==> src/rtl/alu_pkg.sv <==
// Shared constants for the sequential ALU: opcodes, FSM state encoding
// and flag bit positions within the 5-bit flags word.
package alu_pkg;

    localparam logic [3:0] OP_ADD = 4'd0;
    localparam logic [3:0] OP_SUB = 4'd1;
    localparam logic [3:0] OP_NOT = 4'd2;
    localparam logic [3:0] OP_AND = 4'd3;
    localparam logic [3:0] OP_OR  = 4'd4;
    localparam logic [3:0] OP_XOR = 4'd5;
    localparam logic [3:0] OP_SLT = 4'd6;
    localparam logic [3:0] OP_EQ  = 4'd7;
    localparam logic [3:0] OP_SLL = 4'd8;
    localparam logic [3:0] OP_SRL = 4'd9;
    localparam logic [3:0] OP_SRA = 4'd10;
    localparam logic [3:0] OP_MUL = 4'd11;

    localparam logic [1:0] ST_IDLE = 2'd0;
    localparam logic [1:0] ST_MUL  = 2'd1;
    localparam logic [1:0] ST_HOLD = 2'd2;

    // flags = {err, neg, zero, ovf, car}
    localparam int FLAG_CAR  = 0;
    localparam int FLAG_OVF  = 1;
    localparam int FLAG_ZERO = 2;
    localparam int FLAG_NEG  = 3;
    localparam int FLAG_ERR  = 4;

endpackage

==> src/rtl/alu_core.sv <==
// Single-cycle combinational ALU datapath. MUL is handled by the iterative
// multiplier in seq_alu; here it only reports err when multiply is disabled.
module alu_core
    import alu_pkg::*;
#(
    parameter int WIDTH  = 8,
    parameter int MUL_EN = 1
) (
    input  logic [WIDTH-1:0] a,
    input  logic [WIDTH-1:0] b,
    input  logic [3:0]       op,
    output logic [WIDTH-1:0] res,
    output logic [4:0]       flags
);

    localparam int SH = $clog2(WIDTH);

    logic [SH-1:0]    shamt;
    logic [WIDTH-1:0] r;
    logic             car;
    logic             ovf;
    logic             err;

    assign shamt = b[SH-1:0];

    always_comb begin
        // NOTE: every variable gets a default first so no path through the case infers a latch.
        r   = '0;
        car = 1'b0;
        ovf = 1'b0;
        err = 1'b0;
        case (op)
            OP_ADD: begin
                {car, r} = {1'b0, a} + {1'b0, b};
                ovf      = (a[WIDTH-1] == b[WIDTH-1]) && (r[WIDTH-1] != a[WIDTH-1]);
            end
            OP_SUB: begin
                {car, r} = {1'b0, a} + {1'b0, ~b} + {{WIDTH{1'b0}}, 1'b1};
                ovf      = (a[WIDTH-1] != b[WIDTH-1]) && (r[WIDTH-1] != a[WIDTH-1]);
            end
            OP_NOT:  r = ~a;
            OP_AND:  r = a & b;
            OP_OR:   r = a | b;
            OP_XOR:  r = a ^ b;
            OP_SLT:  r[0] = ($signed(a) < $signed(b));
            OP_EQ:   r[0] = (a == b);
            OP_SLL:  r = a << shamt;
            OP_SRL:  r = a >> shamt;
            OP_SRA:  r = $signed(a) >>> shamt;
            OP_MUL:  err = (MUL_EN == 0);
            default: err = 1'b1;
        endcase
    end

    always_comb begin
        flags = '0;
        res   = '0;
        if (err) begin
            flags[FLAG_ERR] = 1'b1;
        end else begin
            res              = r;
            flags[FLAG_NEG]  = r[WIDTH-1];
            flags[FLAG_ZERO] = (r == '0);
            flags[FLAG_OVF]  = ovf;
            flags[FLAG_CAR]  = car;
        end
    end

endmodule

==> src/rtl/seq_alu.sv <==
// Sequential ALU: valid/ready handshake, result hold registers and a
// WIDTH-cycle unsigned shift-add multiplier around the alu_core datapath.
module seq_alu
    import alu_pkg::*;
#(
    parameter int WIDTH  = 8,
    parameter int MUL_EN = 1
) (
    input  logic             clk,
    input  logic             rst_n,
    input  logic             in_valid,
    output logic             in_ready,
    input  logic [WIDTH-1:0] a,
    input  logic [WIDTH-1:0] b,
    input  logic [3:0]       op,
    output logic             out_valid,
    input  logic             out_ready,
    output logic [WIDTH-1:0] res,
    output logic [4:0]       flags
);

    localparam int CW = $clog2(WIDTH + 1);
    localparam logic [CW-1:0] CNT_DONE = CW'(WIDTH);

    logic [1:0]         state;
    logic [WIDTH-1:0]   core_res;
    logic [4:0]         core_flags;
    logic               accept;
    logic               is_mul;

    logic [2*WIDTH-1:0] mul_prod;
    logic [WIDTH-1:0]   mul_mcand;
    logic [CW-1:0]      mul_cnt;
    logic [WIDTH:0]     mul_sum;
    logic [WIDTH-1:0]   mul_res;
    logic [4:0]         mul_flags;

    alu_core #(
        .WIDTH  (WIDTH),
        .MUL_EN (MUL_EN)
    ) u_core (
        .a     (a),
        .b     (b),
        .op    (op),
        .res   (core_res),
        .flags (core_flags)
    );

    always_comb begin
        in_ready = 1'b0;
        case (state)
            ST_IDLE: in_ready = 1'b1;
            ST_HOLD: in_ready = out_ready;
            default: in_ready = 1'b0;
        endcase
    end

    assign accept = in_valid && in_ready;
    assign is_mul = (op == OP_MUL) && (MUL_EN != 0);

    // Product register starts as {0, multiplier}; each step adds the
    // multiplicand into the upper half when the low bit is set, then shifts right.
    assign mul_sum = {1'b0, mul_prod[2*WIDTH-1:WIDTH]} + (mul_prod[0] ? {1'b0, mul_mcand} : '0);
    assign mul_res = mul_prod[WIDTH-1:0];

    always_comb begin
        mul_flags            = '0;
        mul_flags[FLAG_NEG]  = mul_res[WIDTH-1];
        mul_flags[FLAG_ZERO] = (mul_res == '0);
        mul_flags[FLAG_OVF]  = |mul_prod[2*WIDTH-1:WIDTH];
    end

    always_ff @(posedge clk or negedge rst_n) begin
        if (!rst_n) begin
            state     <= ST_IDLE;
            out_valid <= 1'b0;
            res       <= '0;
            flags     <= '0;
            // NOTE: multiplier datapath registers are reset too, so a multiply abandoned by reset leaves nothing stale.
            mul_prod  <= '0;
            mul_mcand <= '0;
            mul_cnt   <= '0;
        end else begin
            // NOTE: non-blocking assignments throughout, so every register updates from pre-edge values.
            case (state)
                ST_IDLE, ST_HOLD: begin
                    if (accept) begin
                        if (is_mul) begin
                            state     <= ST_MUL;
                            out_valid <= 1'b0;
                            mul_prod  <= {{WIDTH{1'b0}}, b};
                            mul_mcand <= a;
                            mul_cnt   <= '0;
                        end else begin
                            state     <= ST_HOLD;
                            out_valid <= 1'b1;
                            res       <= core_res;
                            flags     <= core_flags;
                        end
                    end else if (state == ST_HOLD && out_ready) begin
                        state     <= ST_IDLE;
                        out_valid <= 1'b0;
                    end
                end
                ST_MUL: begin
                    if (mul_cnt == CNT_DONE) begin
                        state     <= ST_HOLD;
                        out_valid <= 1'b1;
                        res       <= mul_res;
                        flags     <= mul_flags;
                    end else begin
                        mul_prod <= {mul_sum, mul_prod[WIDTH-1:1]};
                        mul_cnt  <= mul_cnt + CW'(1);
                    end
                end
                default: state <= ST_IDLE;
            endcase
        end
    end

endmodule

==> config.mk <==
export PLATFORM = sky130hd
export DESIGN_NAME = seq_alu
export DESIGN_NICKNAME = d
export VERILOG_FILES = /design/src/rtl/alu_pkg.sv /design/src/rtl/alu_core.sv /design/src/rtl/seq_alu.sv
export SDC_FILE = /design/constraint.sdc
export NUM_CORES = 1
export LEC_CHECK = 0
export BUFFER_PORTS_ARGS = -buffer_cell sky130_fd_sc_hd__buf_2
export CAP_MARGIN = 20
export CORE_ASPECT_RATIO = 1.4
export CORE_MARGIN = 4
export CORE_UTILIZATION = 35
export DETAILED_ROUTE_END_ITERATION = 12
export PLACE_DENSITY = 0.52
export SYNTH_ARGS = -nofsm -noshare
export SYNTH_HDL_FRONTEND = slang
export SYNTH_SLANG_ARGS = --single-unit
==> constraint.sdc <==
create_clock -name clk -period 3.3 [get_ports clk]
set_input_delay 0.66 -clock clk [delete_from_list [all_inputs] [get_ports clk]]
set_output_delay 0.66 -clock clk [all_outputs]
set_load 0.05 [all_outputs]
==> flow_summary.rst, run 1 <==
.. list-table::
   :header-rows: 1

   * - Metric
     - Value
   * - Post-synthesis sequential area ratio
     - 25.42%
   * - Total grt overflow
     - 0
   * - Critical path fanouts, max
     - 3
   * - Non-filler instance count after layout
     - 686
   * - Reported leakage power
     - 2.241 nW
   * - Core box area
     - 11820 µm²
   * - Number of buffers inserted by port buffering
     - 38
   * - Kind of cell adding the most delay to the critical path
     - compound AO/OA/AOI/OAI gates
   * - Required time at the endpoint of the critical path
     - 3.50 ns
   * - WP buf/inv
     - 3
   * - Post-synthesis cell type count
     - 67
   * - Via count of the first global-routing pass
     - 4117
   * - Highest Clock Rate
     - 0.3363 GHz
   * - Clk_lat worst skew
     - 0.29 ns
   * - Commonest non-fill, non-tap cells in the layout
     - nand2_1, dfrtp_1, buf_2
   * - Number of setup buffers added after CTS
     - 0
   * - I/O pin count
     - 39
   * - Initial Util
     - 35.81%
   * - Headroom to the max-slew limit
     - 34.99%
   * - TritonCTS buffer count
     - 5
   * - Overall fraction of global-route tracks in use
     - 19.30%
   * - Final hold violations
     - 0
   * - Full die area
     - 13940 µm²
   * - Per-instance average area after synthesis
     - 8.349 µm²
   * - Number of nets produced by synthesis
     - 569
   * - Via count
     - 3908
   * - Final critical-path share of the clock period
     - 90.11%
   * - Clock sink count
     - 43
   * - DRC violations left
     - 0
   * - Number of flops mapped to enable cells by yosys
     - 0
   * - Sort of element at the start of the critical path
     - primary input
   * - Area share of the largest cell type after synthesis
     - 25.42%
   * - Routability-driven placement congestion ratio
     - 0.9079
   * - Buffer cell driving the clock tree root
     - clkbuf_16
   * - Die Width
     - 100.9 µm
   * - Number of levels in the clock H-tree
     - 2
   * - Sequence of cells on the critical path
     - buf_2 -> inv_1 -> ha_1 -> inv_1 -> fa_1 -> nor3b_1 -> o31ai_1 -> mux2i_1 -> mux2i_1 -> a211oi_1 -> nand3b_1 -> o31ai_2
   * - HPWL Detailed
     - 10.31 mm
   * - Drt first-iter violations
     - 230
   * - Deepest clock path buffer count
     - 2
   * - Share of layout cells above drive strength 1
     - 16.70%
   * - Status
     - finished, final reports clean
   * - Kind of end point of the critical path
     - register
   * - Crit path max-delay cell type
     - fa_1
   * - Final setup viols
     - 0
   * - Chip Height
     - 138.1 µm
   * - Largest net degree at the start of global routing
     - 44
   * - Final worst path period need
     - 2.974 ns
   * - Antenna violations before repair
     - 0
   * - Post-CTS Resized
     - 0
   * - Number of nets with antenna violations after routing
     - 0
   * - Post-synth top flop
     - dfrtp_1
   * - Actual transition at the worst max-transition pin
     - 0.9716 ns
   * - Setup repair after global routing missed its margin
     - no
   * - FP Rows
     - 47
   * - Mapped Cells
     - 507
   * - Number of synthesized register bits
     - 43
   * - Max Cap Violations
     - 0
   * - Critical path type
     - in2reg
   * - Routed WL per cell
     - 19.20 µm
   * - Via count normalized by instance count
     - 5.697
   * - Layout-stage area growth over the synthesis result
     - 13.72%
   * - First-pass GRT wire length
     - 21.61 mm
   * - Number of optimization iterations in the first detailed-route pass
     - 4
   * - Antenna diode count
     - 0
   * - Quantity of hold-fixing buffers added after cts
     - 0
   * - Number of warnings issued by yosys
     - 0
   * - TritonCTS clock tree
     - built
   * - Largest cells by area after synthesis
     - dfrtp_1, ha_1, nand2_1
   * - Netlist area before placement
     - 4233 µm²
   * - Final net count
     - 600
   * - Worst setup slack after placement
     - 0.06715 ns
   * - Power density normalized to cell area
     - 497.2 nW/µm²
   * - Final wirelength
     - 13.17 mm
   * - Clock edge transition at the registers on the reported setup and hold paths
     - 0.06 ns
   * - Synth area leader
     - dfrtp_1
   * - Most common cell after layout, fill and taps aside
     - nand2_1
   * - Crit path largest cell delay
     - 0.42 ns
   * - Worst ir drop on vdd
     - 0.1912 mV
   * - Cells after DPL
     - 678
   * - Number of pins with negative max-slew slack in the final report
     - 0
   * - Setup_tns
     - 0 ns
   * - Slack of the critical path
     - 0.3264 ns
   * - WP data arrival
     - 3.18 ns
   * - Setup clock skew after layout
     - 0.004223 ns
   * - HP Class
     - reg2reg
   * - Synth async-reset ratio
     - 100.0%
==> final cells by class <==
| cell class | instances | area [µm²] |
|---|---|---|
| fillers | 1237 | 7007 |
| multi-input cells | 395 | 2875 |
| flip-flops and latches | 43 | 1076 |
| repair buffers | 60 | 380.4 |
| well taps | 147 | 183.9 |
| clock buffers | 6 | 138.9 |
| inverters | 33 | 123.9 |
| clock inverters | 2 | 35.03 |
==> cells in the mapped netlist, types with 5 or more instances <==
cell      count
nand2_1      54
inv_1        31
nor2b_1      12
nor3_1       14
nor4_1        5
nand2b_1      5
dfrtp_1      43
o21ai_0      24
clkbuf_1     24
ha_1         35
nand3b_1      5
a21oi_1      36
a21o_1        5
nor2_1       30
o22ai_1      13
nand3_1      12
buf_2         9
mux2i_1      14
xnor2_1       8
o211ai_1      5
and2_1        9
a22oi_1      17
mux2_2       10
xor2_1        6
==> report_power, final <==
group	total (mW)	switching (mW)	internal, mW
clock network	0.577	0.201	0.376
logic	0.979	0.590	0.389
registers	0.838	0.147	0.691
total	2.39	0.938	1.46
==> sequential cells by signal (all words and copies together), names as in the netlist <==
name and count:
res 7, state 2, mul_prod 16, mul_mcand 8
out_valid 1, flags 5, mul_cnt 4
==> worst paths after layout <==
kind	cells past startpoint	slack, ns	endpoint	startpoint
min in group asynchronous	1	0.53	mul_cnt[2]$_DFFE_PN0P_	rst_n
max	12	0.33	flags[2]$_DFFE_PN0P_	a[0]
min reg2reg	1	0.50	mul_mcand[0]$_DFFE_PN0P_	mul_mcand[0]$_DFFE_PN0P_
max in group asynchronous	1	2.17	mul_mcand[3]$_DFFE_PN0P_	rst_n
min	1	0.50	mul_mcand[0]$_DFFE_PN0P_	mul_mcand[0]$_DFFE_PN0P_
max reg2reg	10	0.81	mul_prod[15]$_DFFE_PN0P_	mul_prod[0]$_DFFE_PN0P_
==> worst register-to-register path, cell delays in order, from the launching register on <==
cell and delay, ns:
dfrtp_1 0.49, and2_1 0.19, ha_1 0.20, fa_1 0.41, a21o_1 0.17, a21oi_1 0.23, o21bai_1 0.10, a21oi_1 0.22
nor2b_1 0.08, o21ai_0 0.16, a22oi_1 0.10
==> metrics by stage <==
| stage | util (%) | instance area [µm²] | hold slack (ns) | total power [mW] |
|---|---|---|---|---|
| after detailed placement | 39.25 | 4639 | 0.4914 | 1.832 |
| after CTS | 40.72 | 4813 | 0.5050 | 2.418 |
| after global placement | 39.25 | 4639 | 0.4860 | 1.810 |
| after global routing | 40.72 | 4813 | 0.5213 | 2.564 |
| final | 40.72 | 4813 | 0.4995 | 2.393 |
| after floorplan | - | 4233 | 0.3644 | 1.535 |
==> routing by layer <==
| metal | up-vias | routed length (µm) | track usage (%) | share of wire (%) |
|---|---|---|---|---|
| met1 | 1886 | 5295 | 23.13 | 40 |
| met2 | 97 | 6945 | 34.33 | 53 |
| met5 | - | 0 | 0 | 0 |
| li1 | 1902 | - | - | - |
| met4 | 0 | 449 | 8.333 | 3.4 |
| met3 | 23 | 482 | 1.915 | 3.7 |
==> logic make-up after synthesis <==
family          synth area share, %
compound gates                22.67
xor+xnor                      2.897
fa+ha+maj                     11.76
buf+inv                       6.651
flops                         25.42
mux                           10.85
simple gates                  19.75
Power figures use the tool's default switching activity.
==> inputs of run 2 (changes only) <==
CAP_MARGIN = 25   (was 20)
RECOVER_POWER = 50   (was default)
==> flow_summary.rst, run 2 (synthesized netlist as in run 1, its figures left out) <==
.. list-table::
   :header-rows: 1

   * - Metric
     - Value
   * - TritonCTS clock tree
     - built (unchanged)
   * - Sort of element at the start of the critical path
     - primary input (unchanged)
   * - Placed cell areas
     - 4639 µm² (unchanged)
   * - Antenna diode count
     - 0 (unchanged)
   * - First-pass GRT wire length
     - 21.61 mm (unchanged)
   * - Number of levels in the clock H-tree
     - 2 (unchanged)
   * - Chip Height
     - 138.1 µm (unchanged)
   * - Power Total
     - 2.392 mW (was 2.393 mW)
   * - Clock edge transition at the registers on the reported setup and hold paths
     - 0.06 ns (about the same)
   * - Clk_lat worst skew
     - 0.29 ns (about the same)
   * - Setup_tns
     - 0 ns (unchanged)
   * - Actual transition at the worst max-transition pin
     - 2.202 ns (was 0.9716 ns)
   * - Number of buffers inserted by port buffering
     - 38 (unchanged)
   * - Max Cap Violations
     - 1 (was 0)
   * - Kind of end point of the critical path
     - register (unchanged)
   * - Overall fraction of global-route tracks in use
     - 19.30% (unchanged)
   * - Leading registers by flop count
     - mul_prod (16), mul_mcand (8), res (7) (unchanged)
   * - Initial Util
     - 35.81% (unchanged)
   * - Via count
     - 3955 (was 3908)
   * - HPWL Detailed
     - 10.31 mm (unchanged)
   * - Commonest non-fill, non-tap cells in the layout
     - nand2_1, dfrtp_1, a21oi_1 (was nand2_1, dfrtp_1, buf_2)
   * - WP data arrival
     - 3.20 ns (was 3.18 ns)
   * - Final wirelength
     - 13.17 mm (about the same)
   * - Reported leakage power
     - 2.218 nW (was 2.241 nW)
   * - Clock sink count
     - 43 (unchanged)
   * - Number of optimization iterations in the first detailed-route pass
     - 5 (was 4)
   * - I/O pin count
     - 39 (unchanged)
   * - Most common cell after layout, fill and taps aside
     - nand2_1 (unchanged)
   * - DRC violations left
     - 0 (unchanged)
   * - Largest net degree at the start of global routing
     - 44 (unchanged)
   * - Core box area
     - 11820 µm² (unchanged)
   * - Violations in the final reports
     - max-capacitance violations, max-slew violations
   * - Area of all sequential standard cells
     - 1076 µm² (unchanged)
   * - Final worst path period need
     - 2.995 ns (was 2.974 ns)
   * - Summed area of non-filler cells in the final layout
     - 4807 µm² (was 4813 µm²)
   * - HP Class
     - in2async (was reg2reg)
   * - Number of pins with negative max-slew slack in the final report
     - 42 (was 0)
   * - Final net count
     - 601 (was 600)
   * - Via count of the first global-routing pass
     - 4117 (unchanged)
   * - Antenna violations before repair
     - 0 (unchanged)
   * - FP Rows
     - 47 (unchanged)
   * - Final hold violations
     - 0 (unchanged)
   * - Deepest clock path buffer count
     - 2 (unchanged)
   * - Die Width
     - 100.9 µm (unchanged)
   * - Full die area
     - 13940 µm² (unchanged)
   * - TritonCTS buffer count
     - 5 (unchanged)
   * - Status
     - finished, violations left (was finished, final reports clean)
   * - Number of setup buffers added after CTS
     - 0 (unchanged)
   * - Total grt overflow
     - 0 (unchanged)
   * - Via count normalized by instance count
     - 5.757 (was 5.697)
   * - Layout-stage area growth over the synthesis result
     - 13.57% (was 13.72%)
   * - Number of nets with antenna violations after routing
     - 0 (unchanged)
   * - Worst ir drop on vdd
     - 0.1922 mV (was 0.1912 mV)
   * - Setup clock skew after layout
     - 0.004155 ns (was 0.004223 ns)
   * - Largest register FFs
     - 16 (unchanged)
   * - Share of layout cells above drive strength 1
     - 15.19% (was 16.70%)
   * - Required time at the endpoint of the critical path
     - 3.50 ns (about the same)
   * - Power density normalized to cell area
     - 497.6 nW/µm² (was 497.2 nW/µm²)
   * - Critical path type
     - in2reg (unchanged)
   * - Register bank with the most flops
     - mul_prod (unchanged)
   * - Drt first-iter violations
     - 202 (was 230)
   * - Highest Clock Rate
     - 0.3338 GHz (was 0.3363 GHz)
   * - Buffer cell driving the clock tree root
     - clkbuf_16 (unchanged)
   * - Final setup viols
     - 0 (unchanged)
   * - Quantity of hold-fixing buffers added after cts
     - 0 (unchanged)
   * - Setup repair after global routing missed its margin
     - no (unchanged)
   * - Final critical-path share of the clock period
     - 90.77% (was 90.11%)
   * - Headroom to the max-slew limit
     - -46.82% (was 34.99%)
   * - Post-CTS Resized
     - 0 (unchanged)
   * - Fillcell total
     - 1240 (was 1237)
   * - Critical path fanouts, max
     - 3 (unchanged)
   * - Footprint of the multi-input gates
     - 2875 µm² (unchanged)
   * - Routed WL per cell
     - 19.16 µm (was 19.20 µm)
   * - Routability-driven placement congestion ratio
     - 0.9079 (unchanged)
run 2: changes by cell type in the layout (fill, tap and decap cells not counted):
| cell | before | now |
|---|---|---|
| clkbuf_1 | 0 | 9 |
| buf_2 | 38 | 30 |
run 2: path summary, 6_finish.rpt:
kind / cells after the start / start / to / slack, ns
setup / recovery: 12 / a[0] / flags[2]$_DFFE_PN0P_ / 0.30
hold / removal: 1 / rst_n / res[2]$_DFFE_PN0P_ / 0.16
setup reg to reg: 10 / mul_prod[0]$_DFFE_PN0P_ / mul_prod[15]$_DFFE_PN0P_ / 0.80
hold reg to reg: 1 / mul_mcand[2]$_DFFE_PN0P_ / mul_mcand[2]$_DFFE_PN0P_ / 0.50
max in group asynchronous: 2 / rst_n / mul_mcand[2]$_DFFE_PN0P_ / 0.83
min in group clk: 1 / mul_mcand[2]$_DFFE_PN0P_ / mul_mcand[2]$_DFFE_PN0P_ / 0.50
run 2: worst max-delay path: stages:
cell and delay (ns):
buf_2 0.10, inv_1 0.09, ha_1 0.21, inv_1 0.07, fa_1 0.42, nor3b_1 0.18, o31ai_1 0.39, mux2i_1 0.23
mux2i_1 0.09, a211oi_1 0.43, nand3b_1 0.14, o31ai_2 0.18
run 2: power by group:
| part | leakage (nW) | switching, mW | internal, mW |
|---|---|---|---|
| sequential | 0.537 | 0.147 | 0.691 |
| combinational | 1.59 | 0.590 | 0.385 |
| clock | 0.0868 | 0.203 | 0.376 |
| total | 2.22 | 0.940 | 1.45 |
run 2: cell type report:
cell class	instances	share of cell area, %
clock buffer	6	2.889
clock inverter	2	0.7288
inverter	33	2.577
multi-input combinational	395	59.81
sequential	43	22.38
tap	147	3.826
timing repair buffer	61	7.782
run 2: layer usage:
| metal | part of all wire (%) | up-vias | track usage (%) | wire length (µm) |
|---|---|---|---|---|
| li1 | - | 1906 | - | - |
| met1 | 40 | 1913 | 23.13 | 5261 |
| met2 | 53 | 111 | 34.33 | 6939 |
| met3 | 3.9 | 25 | 1.915 | 510 |
| met4 | 3.4 | 0 | 8.333 | 454 |
| met5 | 0 | - | 0 | 0 |
run 2: per-stage QoR:
stage / setup WS, ns / hold WS [ns] / std cells / util (%)
after floorplan: 0.1361 / 0.3644 / 507 / -
after global placement: 0.1119 / 0.4860 / 678 / 39.25
after detailed placement: 0.06715 / 0.4914 / 678 / 39.25
after CTS: 0.3420 / 0.5050 / 686 / 40.72
after global routing: 0.06842 / 0.1645 / 687 / 40.67
final: 0.3046 / 0.1599 / 687 / 40.67
==> inputs of run 3 (changes only) <==
clock period = 3.7 ns   (was 3.3 ns; I/O delays follow)
==> flow_summary.rst, run 3 (synthesized netlist as in run 1, its figures left out) <==
.. list-table::
   :header-rows: 1

   * - Metric
     - Value
   * - Number of buffers inserted by port buffering
     - 38 (unchanged)
   * - Layout-stage area growth over the synthesis result
     - 11.56% (was 13.57%)
   * - Critical path fanouts, max
     - 3 (unchanged)
   * - Final wirelength
     - 12.81 mm (was 13.17 mm)
   * - Via count
     - 3919 (was 3955)
   * - Actual transition at the worst max-transition pin
     - 1.909 ns (was 2.202 ns)
   * - Setup_tns
     - 0 ns (unchanged)
   * - Share of layout cells above drive strength 1
     - 13.91% (was 15.19%)
   * - Largest net degree at the start of global routing
     - 44 (unchanged)
   * - Number of levels in the clock H-tree
     - 2 (unchanged)
   * - Leading registers by flop count
     - mul_prod (16), mul_mcand (8), res (7) (unchanged)
   * - Power Total
     - 2.118 mW (was 2.392 mW)
   * - Commonest non-fill, non-tap cells in the layout
     - nand2_1, dfrtp_1, a21oi_1 (unchanged)
   * - Post-CTS Resized
     - 0 (unchanged)
   * - Via count of the first global-routing pass
     - 3838 (was 4117)
   * - Kind of end point of the critical path
     - register (unchanged)
   * - Most frequent cell on the critical path
     - inv_1
   * - Headroom to the max-slew limit
     - -27.29% (was -46.82%)
   * - Comb pwr share
     - 40.1% (was 40.8%)
   * - Violations in the final reports
     - max-capacitance violations, max-slew violations (unchanged)
   * - Crit path largest cell delay
     - 0.46 ns (was 0.43 ns)
   * - Status
     - finished, violations left (unchanged)
   * - Fillcell total
     - 1221 (was 1240)
   * - Final hold violations
     - 0 (unchanged)
   * - HPWL Detailed
     - 9.950 mm (was 10.31 mm)
   * - Die Width
     - 100.9 µm (unchanged)
   * - Crit path max-delay cell type
     - or4_4 (was a211oi_1)
   * - I/O pin count
     - 39 (unchanged)
   * - Required time at the endpoint of the critical path
     - 3.90 ns (was 3.50 ns)
   * - Core box area
     - 11820 µm² (unchanged)
   * - Setup clock skew after layout
     - 0.002880 ns (was 0.004155 ns)
   * - Clock network fraction of design power
     - 24.6% (was 24.2%)
   * - Number of pins with negative max-slew slack in the final report
     - 36 (was 42)
   * - TritonCTS buffer count
     - 5 (unchanged)
   * - Sequential share of power
     - 35.3% (was 35.0%)
   * - Number of nets with antenna violations after routing
     - 0 (unchanged)
   * - Clock sink count
     - 43 (unchanged)
   * - Cell internal power dissipation
     - 1.284 mW (was 1.452 mW)
   * - Antenna diode count
     - 0 (unchanged)
   * - Drt first-iter violations
     - 273 (was 202)
   * - Clk_lat worst skew
     - 0.28 ns (was 0.29 ns)
   * - Routability-driven placement congestion ratio
     - 0.9201 (was 0.9079)
   * - Via count normalized by instance count
     - 5.772 (was 5.757)
   * - Switching power
     - 0.8347 mW (was 0.9404 mW)
   * - Length in cells of the worst reg-to-reg path
     - 10 (unchanged)
   * - Chip Height
     - 138.1 µm (unchanged)
   * - Final critical-path share of the clock period
     - 82.92%
   * - Highest Clock Rate
     - 0.3260 GHz
   * - Power density normalized to cell area
     - 448.6 nW/µm² (was 497.6 nW/µm²)
   * - WP data arrival
     - 3.27 ns (was 3.20 ns)
   * - Register bank with the most flops
     - mul_prod (unchanged)
   * - Final worst path period need
     - 3.068 ns
   * - Worst ir drop on vdd
     - 0.2072 mV (was 0.1922 mV)
   * - First-pass GRT wire length
     - 20.36 mm (was 21.61 mm)
   * - Critical path type
     - in2reg (unchanged)
   * - Initial Util
     - 35.81% (unchanged)
   * - Clock edge transition at the registers on the reported setup and hold paths
     - 0.06 ns (about the same)
   * - Total grt overflow
     - 0 (unchanged)
   * - Sort of element at the start of the critical path
     - primary input (unchanged)
   * - Deepest clock path buffer count
     - 2 (unchanged)
   * - Routed WL per cell
     - 18.87 µm (was 19.16 µm)
   * - Overall fraction of global-route tracks in use
     - 18.15% (was 19.30%)
   * - Reg2Reg Launch Point
     - mul_prod[0]$_DFFE_PN0P_ (unchanged)
   * - Worst flop-to-flop path endpoint
     - mul_prod[15]$_DFFE_PN0P_ (unchanged)
   * - Largest register FFs
     - 16 (unchanged)
   * - FP Rows
     - 47 (unchanged)
   * - Setup repair after global routing missed its margin
     - no (unchanged)
   * - Most common cell after layout, fill and taps aside
     - nand2_1 (unchanged)
   * - Worst reg2reg setup slack
     - 1.18 ns (was 0.80 ns)
   * - HP Class
     - in2async (unchanged)
   * - Net switching fraction of the power
     - 39.40% (was 39.31%)
   * - Final setup viols
     - 0 (unchanged)
   * - Number of setup buffers added after CTS
     - 0 (unchanged)
   * - TritonCTS clock tree
     - built (unchanged)
   * - Max Cap Violations
     - 1 (unchanged)
   * - Reported leakage power
     - 2.170 nW (was 2.218 nW)
   * - Buffer cell driving the clock tree root
     - clkbuf_16 (unchanged)
   * - Full die area
     - 13940 µm² (unchanged)
   * - Number of optimization iterations in the first detailed-route pass
     - 5 (unchanged)
   * - Quantity of hold-fixing buffers added after cts
     - 0 (unchanged)
   * - DRC violations left
     - 0 (unchanged)
   * - Antenna violations before repair
     - 0 (unchanged)
   * - Sequence of cells on the critical path
     - buf_2 -> inv_1 -> ha_1 -> inv_1 -> fa_1 -> nor3b_1 -> nor3_1 -> a21oi_1 -> xnor2_1 -> o221ai_1 -> or4_4 -> o31ai_2 (was buf_2 -> inv_1 -> ha_1 -> inv_1 -> fa_1 -> nor3b_1 -> o31ai_1 -> mux2i_1 -> mux2i_1 -> a211oi_1 -> nand3b_1 -> o31ai_2)
   * - Final net count
     - 593 (was 601)
[run 3: worst max-delay path by stage]
stage | from | end | slack, ns
finish | a[0] | flags[2]$_DFFE_PN0P_ | 0.63
global route | a[2] | flags[2]$_DFFE_PN0P_ | 0.48
CTS | a[0] | flags[2]$_DFFE_PN0P_ | 0.69
detailed placement | a[0] | flags[2]$_DFFE_PN0P_ | 0.40
global placement | a[0] | flags[2]$_DFFE_PN0P_ | 0.41
floorplan | b[2] | flags[2]$_DFFE_PN0P_ | 0.46
[run 3: critical path, delay by kind of cell]
family | cells | cell delay, ns
AND/OR/NAND/NOR | 3 | 0.83
adder cells (fa/ha/maj) | 2 | 0.62
AO/OA/AOI/OAI | 3 | 0.55
buffers and inverters | 3 | 0.26
XOR/XNOR | 1 | 0.25
[run 3: layout make-up]
class / count / area (µm²) / area share [%]
well taps: 147 / 183.9 / 3.895
clock inverters: 2 / 35.03 / 0.7419
multi-input cells: 395 / 2875 / 60.89
clock buffers: 6 / 138.9 / 2.941
flip-flops and latches: 43 / 1076 / 22.79
inverters: 33 / 123.9 / 2.623
repair buffers: 53 / 289.0 / 6.121
[run 3: power by group through the flow]
stage          Sequential [mW]  Clock, mW  Combinational (mW)
2_1_floorplan            0.811          0               0.558
3_3_place_gp             0.758          0               0.842
3_5_place_dp             0.756          0               0.855
4_1_cts                  0.750      0.531               0.859
5_1_grt                  0.773      0.546               0.943
6_report                 0.748      0.521               0.850
[run 3: per-layer routing]
layer	part of all wire [%]	vias to the layer above	global-route usage, %
li1	-	1887	-
met1	42	1874	22.84
met2	51	133	32.11
met3	4.5	25	1.361
met4	3.1	0	6.373
met5	0	-	0
[run 3: through the flow]
step / hold slack (ns) / utilization (%) / instances / worst slack, ns / area [µm²]
finish: 0.3754 / 39.95 / 679 / 0.6321 / 4722
global route: 0.4153 / 39.95 / 679 / 0.4818 / 4722
CTS: 0.5045 / 40.00 / 678 / 0.6875 / 4728
detailed placement: 0.4906 / 38.53 / 670 / 0.3972 / 4554
global placement: 0.4826 / 38.53 / 670 / 0.4107 / 4554
floorplan: 0.4444 / - / 507 / 0.4561 / 4233
